--- config.mk ---
export PLATFORM = sky130hd
export DESIGN_NAME = scr1_imem_prefetch_q
export DESIGN_NICKNAME = d
export VERILOG_FILES = /design/src/rtl/scr1_imem_prefetch_q.sv
export SDC_FILE = /design/constraint.sdc
export NUM_CORES = 1
export LEC_CHECK = 0
export CORE_MARGIN = 5
export CORE_UTILIZATION = 60
export CTS_CLUSTER_DIAMETER = 50
export DETAILED_ROUTE_END_ITERATION = 16
export DONT_BUFFER_PORTS = 1
export PLACE_DENSITY = 0.76
export REMOVE_ABC_BUFFERS = 1
export SYNTH_ARGS = -nofsm -noshare
export SYNTH_HDL_FRONTEND = slang
export SYNTH_SLANG_ARGS = --single-unit
--- constraint.sdc ---
create_clock -name clk -period 3.8 [get_ports clk]
set_input_delay 1.14 -clock clk [delete_from_list [all_inputs] [get_ports clk]]
set_output_delay 1.14 -clock clk [all_outputs]
set_load 0.03 [all_outputs]
--- src/rtl/scr1_imem_prefetch_q.sv ---
// scr1_imem_prefetch_q: in-order instruction prefetch queue between fetch logic and the IMEM bridge
//   clk, rst_n (async, active-low)
//   new_pc_req/new_pc  : redirect, flushes the queue and discards in-flight responses
//   fetch_stop         : blocks new requests, in-flight ones still complete
//   imem_*             : core-side memory request/response channel
//   instr_*            : queue head toward decode, instr_rdy pops it
//   SCR1_IMEM_PF_ERR_HALT_EN : when defined, an error response stops fetching until the next redirect
package scr1_imem_pf_pkg;
  localparam int SCR1_AHB_WIDTH = 32;
  typedef enum logic {SCR1_MEM_CMD_RD = 1'b0, SCR1_MEM_CMD_WR = 1'b1} type_scr1_mem_cmd_e;
  typedef enum logic [1:0] {
    SCR1_MEM_RESP_NOTRDY = 2'b00,
    SCR1_MEM_RESP_RDY_OK = 2'b01,
    SCR1_MEM_RESP_RDY_ER = 2'b10
  } type_scr1_mem_resp_e;
endpackage

module scr1_imem_prefetch_q
  import scr1_imem_pf_pkg::*;
#(
  parameter int PQ_DEPTH = 4,
  parameter int PQ_OUTST_MAX = 2,
  parameter logic [SCR1_AHB_WIDTH-1:0] PQ_RST_VECTOR = 32'h0000_0200
) (
  input  logic                      rst_n,
  input  logic                      clk,
  input  logic                      new_pc_req,
  input  logic [SCR1_AHB_WIDTH-1:0] new_pc,
  input  logic                      fetch_stop,
  input  logic                      imem_req_ack,
  output logic                      imem_req,
  output type_scr1_mem_cmd_e        imem_cmd,
  output logic [SCR1_AHB_WIDTH-1:0] imem_addr,
  input  logic [SCR1_AHB_WIDTH-1:0] imem_rdata,
  input  type_scr1_mem_resp_e       imem_resp,
  output logic                      instr_vld,
  input  logic                      instr_rdy,
  output logic [SCR1_AHB_WIDTH-1:0] instr,
  output logic [SCR1_AHB_WIDTH-1:0] instr_pc,
  output logic                      instr_err
);
  localparam int W = SCR1_AHB_WIDTH;
  localparam int PW = (PQ_DEPTH > 1) ? $clog2(PQ_DEPTH) : 1;
  localparam int CW = $clog2(PQ_DEPTH + 1);
  localparam int LAST = PQ_DEPTH - 1;
  localparam logic [PW-1:0] LAST_P = LAST[PW-1:0];
  localparam logic [CW:0] DEPTH_C = PQ_DEPTH[CW:0];
  localparam logic [CW-1:0] OUTST_C = PQ_OUTST_MAX[CW-1:0];
  localparam logic [W-1:0] ALIGN_M = ~W'(3);
  localparam logic [W-1:0] RST_PC = PQ_RST_VECTOR & ALIGN_M;
  logic [W-1:0] fetch_pc_q, fetch_pc_d, resp_pc_q, resp_pc_d, new_pc_al;
  logic [CW-1:0] q_cnt_q, q_cnt_d, outst_cnt_q, outst_cnt_d, disc_cnt_q, disc_cnt_d;
  logic [PW-1:0] rd_ptr_q, rd_ptr_d, wr_ptr_q, wr_ptr_d;
  logic [W-1:0] q_data_q [PQ_DEPTH];
  logic [W-1:0] q_data_d [PQ_DEPTH];
  logic [W-1:0] q_pc_q [PQ_DEPTH];
  logic [W-1:0] q_pc_d [PQ_DEPTH];
  logic q_err_q [PQ_DEPTH];
  logic q_err_d [PQ_DEPTH];
  logic halt, accept, resp_rdy, resp_er, drop, push, pop;
  function automatic logic [PW-1:0] nxt(input logic [PW-1:0] p);
    return (p == LAST_P) ? '0 : p + PW'(1);
  endfunction
  assign new_pc_al = new_pc & ALIGN_M;
  // gated by rst_n so the request drops the moment reset asserts
  assign imem_req = rst_n & ~fetch_stop & ~new_pc_req & ~halt & (outst_cnt_q < OUTST_C)
                  & (({1'b0, q_cnt_q} + {1'b0, outst_cnt_q}) < DEPTH_C);
  assign imem_cmd = SCR1_MEM_CMD_RD;
  assign imem_addr = fetch_pc_q;
  assign accept = imem_req & imem_req_ack;
  assign resp_er = imem_resp == SCR1_MEM_RESP_RDY_ER;
  assign resp_rdy = (imem_resp == SCR1_MEM_RESP_RDY_OK) | resp_er;
  assign drop = disc_cnt_q != '0;
  // a response arriving with a redirect belongs to the old stream
  assign push = resp_rdy & ~drop & ~new_pc_req;
  assign pop = instr_vld & instr_rdy & ~new_pc_req;
  assign instr_vld = q_cnt_q != '0;
  assign instr = q_data_q[rd_ptr_q];
  assign instr_pc = q_pc_q[rd_ptr_q];
  assign instr_err = instr_vld & q_err_q[rd_ptr_q];
`ifdef SCR1_IMEM_PF_ERR_HALT_EN
  logic halt_q, halt_d;
  assign halt_d = new_pc_req ? 1'b0 : (push & resp_er) ? 1'b1 : halt_q;
  assign halt = halt_q;
  always_ff @(posedge clk or negedge rst_n)
    if (!rst_n) halt_q <= 1'b0;
    else halt_q <= halt_d;
`else
  assign halt = 1'b0;
`endif
  always_comb begin
    q_data_d = q_data_q;
    q_pc_d = q_pc_q;
    q_err_d = q_err_q;
    rd_ptr_d = pop ? nxt(rd_ptr_q) : rd_ptr_q;
    wr_ptr_d = push ? nxt(wr_ptr_q) : wr_ptr_q;
    q_cnt_d = q_cnt_q + CW'(push) - CW'(pop);
    fetch_pc_d = accept ? fetch_pc_q + W'(4) : fetch_pc_q;
    resp_pc_d = push ? resp_pc_q + W'(4) : resp_pc_q;
    disc_cnt_d = (resp_rdy & drop) ? disc_cnt_q - CW'(1) : disc_cnt_q;
    outst_cnt_d = outst_cnt_q + CW'(accept) - CW'(resp_rdy);
    if (push) begin
      q_data_d[wr_ptr_q] = imem_rdata;
      q_pc_d[wr_ptr_q] = resp_pc_q;
      q_err_d[wr_ptr_q] = resp_er;
    end
    // everything still outstanding, minus a response landing now, is stale
    if (new_pc_req) begin
      fetch_pc_d = new_pc_al;
      resp_pc_d = new_pc_al;
      q_cnt_d = '0;
      rd_ptr_d = '0;
      wr_ptr_d = '0;
      disc_cnt_d = outst_cnt_q - CW'(resp_rdy);
    end
  end
  always_ff @(posedge clk or negedge rst_n)
    if (!rst_n) begin
      fetch_pc_q <= RST_PC;
      resp_pc_q <= RST_PC;
      q_cnt_q <= '0;
      outst_cnt_q <= '0;
      disc_cnt_q <= '0;
      rd_ptr_q <= '0;
      wr_ptr_q <= '0;
      q_data_q <= '{default: '0};
      q_pc_q <= '{default: '0};
      q_err_q <= '{default: 1'b0};
    end else begin
      fetch_pc_q <= fetch_pc_d;
      resp_pc_q <= resp_pc_d;
      q_cnt_q <= q_cnt_d;
      outst_cnt_q <= outst_cnt_d;
      disc_cnt_q <= disc_cnt_d;
      rd_ptr_q <= rd_ptr_d;
      wr_ptr_q <= wr_ptr_d;
      q_data_q <= q_data_d;
      q_pc_q <= q_pc_d;
      q_err_q <= q_err_d;
    end
endmodule
---- Yosys cells after proc, flatten, opt, wreduce, memory -nomap -nowiden ----
Index checks and enable logic that the tools add are counted.
storage, ports and cells
  memory bits (writable) .................. 0
  logic and storage cells ................. 92
  ROM bits ................................ 0
  memories kept ........................... 0
  flip-flop bits (word level) ............. 337
  output and inout port bits .............. 100
  latch bits .............................. 0
operators by class
  reductions and logical operators ........ 7
  eq/ne operators ......................... 4
  order comparisons ....................... 5
  div/mod/pow operators ................... 0
  add/sub/neg operators ................... 11
  shift-type cells ........................ 0
  multiply operators ...................... 0
  bitwise operators ....................... 17
  multiplexer cells ....................... 29
operators by type and width
  operator                                                     number
  2-to-1 mux 32 bit                                            9
  bitwise mux 128 bit                                          2
  binary-select mux 32 bit (select 2 bit)                      2
  adder 32 x 3 -> 32 bit (second input constant)               2
  demux 32 bit (select 2 bit)                                  1
  2-to-1 mux 2 bit                                             6
  AND 1 bit                                                    11
  2-to-1 mux 3 bit                                             3
  subtractor 3 x 1 -> 3 bit                                    3
  nonzero test 2 bit                                           4
  adder 3 x 1 -> 3 bit                                         2
  equality test 2 bit (second input constant)                  3
  >= comparator 3 bit (second input constant)                  2
  inverter 2 -> 3 bit                                          2
  nonzero test 3 bit                                           2
  adder 2 x 1 -> 2 bit (second input constant)                 2
  adder 3 x 3 -> 4 bit                                         1
  bitwise mux 4 bit                                            1
  less-than comparator 4 x 3 -> 1 bit (second input constant)  1
  less-than comparator 3 x 1 -> 1 bit (second input constant)  1
  less-than comparator 3 x 2 -> 1 bit (second input constant)  1
  2-to-1 mux 1 bit                                             3
  inverter 1 bit                                               3
  subtractor 3 x 1 -> 3 bit (second input constant)            1
  5 further kinds                                              5

---- Longest topological paths before layout ----
  depth after elaboration ................. 8
  gate-level depth with buffers ........... 13
  gate-level depth less buffers ........... 12

---- Worst setup path after synthesis ----
No wires, ideal clock.
  path kind ............................... input port to flip-flop
  start point ............................. input new_pc_req
  end point ............................... register outst_cnt_q[2]
  setup slack ............................. 594 ps
  stages .................................. 12
  library setup time ...................... 122 ps
  required time ........................... 3,678 ps
  data arrival time ....................... 3,084 ps
  cells stage by stage .................... buf_6 -> nor4b_4 -> and4_1 -> buf_4 -> inv_2 -> clkbuf_1 -> ha_1 -> inv_1 -> ha_1 -> inv_1 -> fa_1 -> xor2_1
between the ends
  cells in the longest elaborated chain, start to end .. 7
ends and longest elaborated chain
  item                       RTL line  source
  start: declaration         27        input logic new_pc_req,
  inverter 1 bit             66        assign imem_req = rst_n & ~fetch_stop & ~new_pc_req & ~halt & (outst_cnt_q < OUTST_C)
  AND 1 bit (2 in a row)     66
  AND 1 bit                  67        & (({1'b0, q_cnt_q} + {1'b0, outst_cnt_q}) < DEPTH_C);
  AND 1 bit                  70        assign accept = imem_req & imem_req_ack;
  adder 3 x 1 -> 3 bit       101       outst_cnt_d = outst_cnt_q + CW'(accept) - CW'(resp_rdy);
  subtractor 3 x 1 -> 3 bit  101
  via outst_cnt_d[2]         52        logic [CW-1:0] q_cnt_q, q_cnt_d, outst_cnt_q, outst_cnt_d, disc_cnt_q, disc_cnt_d;
  end signal: assignment     133       outst_cnt_q <= outst_cnt_d;
  end: declaration           52
The timed path passes the listed nets, and every way through them passes these cells.
A chain may end at the register's enable or synchronous reset.

---- Worst setup path after layout ----
  start point ............................. register rd_ptr_q[0]
  end point ............................... output instr_pc[15]
between the ends
  cells in the longest elaborated chain, start to end .. 4
ends and longest elaborated chain
  item                                                  RTL line  source
  start: declaration                                    53        logic [PW-1:0] rd_ptr_q, rd_ptr_d, wr_ptr_q, wr_ptr_d;
  start signal: assignment                              135       rd_ptr_q <= rd_ptr_d;
  inverter 2 -> 3 bit (not written as such)             79        assign instr_pc = q_pc_q[rd_ptr_q];
  binary-select mux 32 bit (select 2 bit)               79
  2-to-1 mux 32 bit (not written as such) (2 in a row)  79
  end: declaration                                      39        output logic [SCR1_AHB_WIDTH-1:0] instr_pc,
Every way passes these cells. The select of a mux whose other input is x is not followed.

==> results_dict.tcl <==
set metrics [dict create \
    gp_routability_congestion 0.802 \
    maxSlewViolCount 0 \
    groute.usage.overall_pct 23.4 \
    globalRoute.totalOverflow 0 \
    cts.repair_timing.setup_buffer_count 0 \
    syn_area_per_cell_sq_um 13.6 \
    path_max_fanout 24 \
    max_stage_delay_ns 0.79 \
    final_critical_path_share_of_the_clock_period_pct 90.0 \
    vias 9050 \
    power.switching_fraction_pct 33.5 \
    count_of_flip_flops_with_a_built_in_enable_after_synthesis 0 \
    standard_cell_core_area_sq_um 25000 \
    critical_path.cell_chain "buf_12 > mux4_2" \
    kind_of_launch_point_of_the_worst_setup_path "flip-flop" \
    final_layout_size_suffix_gt1_share_pct 35.6 \
    syn_area_sq_um 15200 \
    min-delay-path-class "in2async" \
    place_inst 1389 \
    wire_length_of_the_first_global_routing_pass_mm 53.3 \
    detail_route.iter0.violations 584 \
    die_h_microns 169 \
    hold_viol_final 0 \
    final_period_minus_worst_setup_slack_ns 3.42 \
    drtPass1Iterations 5 \
    synthToLayoutAreaGrowth_pct 9.55 \
    count_of_filler_cells_inserted_in_the_layout 1814 \
    worst-endpoint-arrival_ns 2.28 \
    pwr_density_cell_nw_per_um2 705 \
    drc 0 \
    fmax_mhz 292 \
    internal_power_consumption_uw 7800 \
    initial_core_utilization_pct 60.7 \
    relSlewSlack_pct 50.3 \
    cts_max_level 2 \
    ctsLongestPathBuffers 3 \
    yosysSeqAreaShare_pct 53.5 \
    post_drt_wl_per_cell_microns 22.5 \
    ys.flop_type "dfrtp_1" \
    ys_async_sr_fraction_pct 100 \
    final_area_sq_um 16600 \
    worst_path_dominant_cell_family "flip-flops" \
    first_global_vias 9583 \
    run_status "completed" \
    clk_lat_worst_skew_ns 0.50 \
    post-synth-top-area-fraction_pct 53.2 \
    pwr-share-comb_pct 29.2 \
    total_switching_power_uw 3930 \
    worstPathBufferInverterCount 1 \
    worstSetupEndpointType "output pin" \
    cts_tree "built" \
    maxCapViolations 0 \
    floorplan.die.width_microns 169 \
    post_cts_resized 0 \
    worst_setup_hold_path_clk_slew_ns 0.06 \
    worst_slack_ns 0.381 \
    clock_sinks 325 \
    vdd_ir_drop_max_v 0.000448 \
    post_drt_via_cell_ratio 6.23 \
    path_class "reg2out" \
    synth_cell_types 50 \
    cts_root_buf "clkbuf_16" \
    yosysTopAreaCell "dfrtp_1" \
    power_leakage_uw 0.00760 \
    num_rows 58 \
    seqPwrFrac_pct 42.2 \
    syn_inst 1114 \
    antenna_cells_inserted 0 \
    dpl-instance-area_sq_um 15500 \
    yosys_register_bits 325 \
    netlist_top_cells_count "323 x dfrtp_1, 240 x mux2_2, 75 x nand2_1" \
    hold_buffers 0 \
    place_hpwl_mm 21.3 \
    clock_power_share_pct 28.6 \
    final_cell_count_no_fill 1452 \
    setup_repair_after_global_routing_missed_its_margin "no" \
    cp_slowest_cell "dfrtp_4" \
    pre_cts_slack_ns 0.622 \
    post-synth-top-count-cell "dfrtp_1" \
    worst_pin_slew_ns 0.742 \
    critical_path_required_ns 2.66 \
    fin_skew_ns 0.0212 \
    timing.hold.ws_ns 0.345 \
    routed_wl_mm 32.7 \
    top_level_i_o_count 172 \
    place.port_buffers 0 \
    setup_violators_final 0 \
    antenna_found_initial 2 \
    cts_buffers 37 \
    design.final.nets 1190 \
    detail-route-antenna-nets 0 \
    netlist_top_cells_area "dfrtp_1 53%, mux2_2 18%, mux4_2 9.3%" \
    yosysWarnings 0 \
    grt_start_max_net_pins 327 \
    design.die.area_sq_um 28600 \
]
## area by class of cell
class | count | area [sq um] | share of cell area [%]
Sequential cell | 325 | 8140 | 48.9
Timing Repair Buffer | 21 | 258 | 1.55
Inverter | 29 | 109 | 0.654
Clock inverter | 9 | 83.8 | 0.504
Multi-Input combinational cell | 684 | 6570 | 39.5
Tap cell | 330 | 413 | 2.48
Clock buffer | 54 | 1070 | 6.43
## cell usage in the layout, fill, tap and decap left out, types with 9 or more instances in the layout
cell	n
dfrtp_1	321
mux2_2	240
nand2_1	71
mux4_2	63
o21ai_0	61
clkbuf_16	37
xnor2_1	30
nand3_1	29
inv_1	28
nor2_1	25
ha_1	18
nand4_1	15
buf_4	13
nor3_1	12
xor2_1	11
nor4_1	11
o211ai_1	10
and3_1	9
clkbuf_1	9
## power by group through the flow
stage / Clock, uW / Combinational [uW] / Sequential (uW)
after floorplan: 0 / 2900 / 4890
after global placement: 0 / 3390 / 4960
after detailed placement: 0 / 3470 / 5000
after CTS: 3430 / 3480 / 4950
after global routing: 3580 / 3670 / 5060
final: 3360 / 3430 / 4950
## layer usage
layer  vias to the layer above  global-route usage (%)  routed length (microns)
li1                       4032                       -                        -
met4                         4                    5.81                      698
met1                      4692                    32.5                    13900
met2                       271                    37.1                    15600
met5                         -                       0                       15
met3                        51                    6.52                     2380
## flip-flops by register name (all words and copies together) (netlist names)
signal,cells
imem_addr,30
q_pc_q,120
q_cnt_q,3
q_data_q,128
rd_ptr_q,2
q_err_q,4
wr_ptr_q,2
disc_cnt_q,3
outst_cnt_q,3
resp_pc_q,30
## cells by family (layout without fill, tap and decap cells)
logic type,after synthesis,count (layout),share of synthesized area (%)
AND/OR/NAND/NOR,207,207,7.38
flip-flops,325,325,53.5
adder cells (fa/ha/maj),20,20,1.75
AO/OA/AOI/OAI,105,105,4.09
XOR/XNOR,41,41,2.36
multiplexers,306,306,27.3
other,1,5,0.0247
buffers and inverters,109,113,3.52
## worst paths after layout
path,to,from,slack [ns],depth (start not counted)
setup / recovery,instr_pc[15],rd_ptr_q[0],0.38,2
hold / removal,q_data_q[120],rst_n,0.35,0
setup reg to reg,imem_addr[26],imem_addr[2],1.21,6
hold reg to reg,q_pc_q[14],q_pc_q[14],0.47,2
max in group asynchronous,resp_pc_q[27],rst_n,2.85,0
min in group clk,q_pc_q[14],q_pc_q[14],0.47,2
## through the flow
step,total power [uW],TNS [ns],util [%]
2_1_floorplan,7790,-161.15,-
3_3_place_gp,8340,0,61.9
3_5_place_dp,8470,0,61.9
4_1_cts,11900,0,66.5
5_1_grt,12300,0,66.5
6_report,11700,0,66.5
No activity file was read; power rests on OpenSTA's default activity.
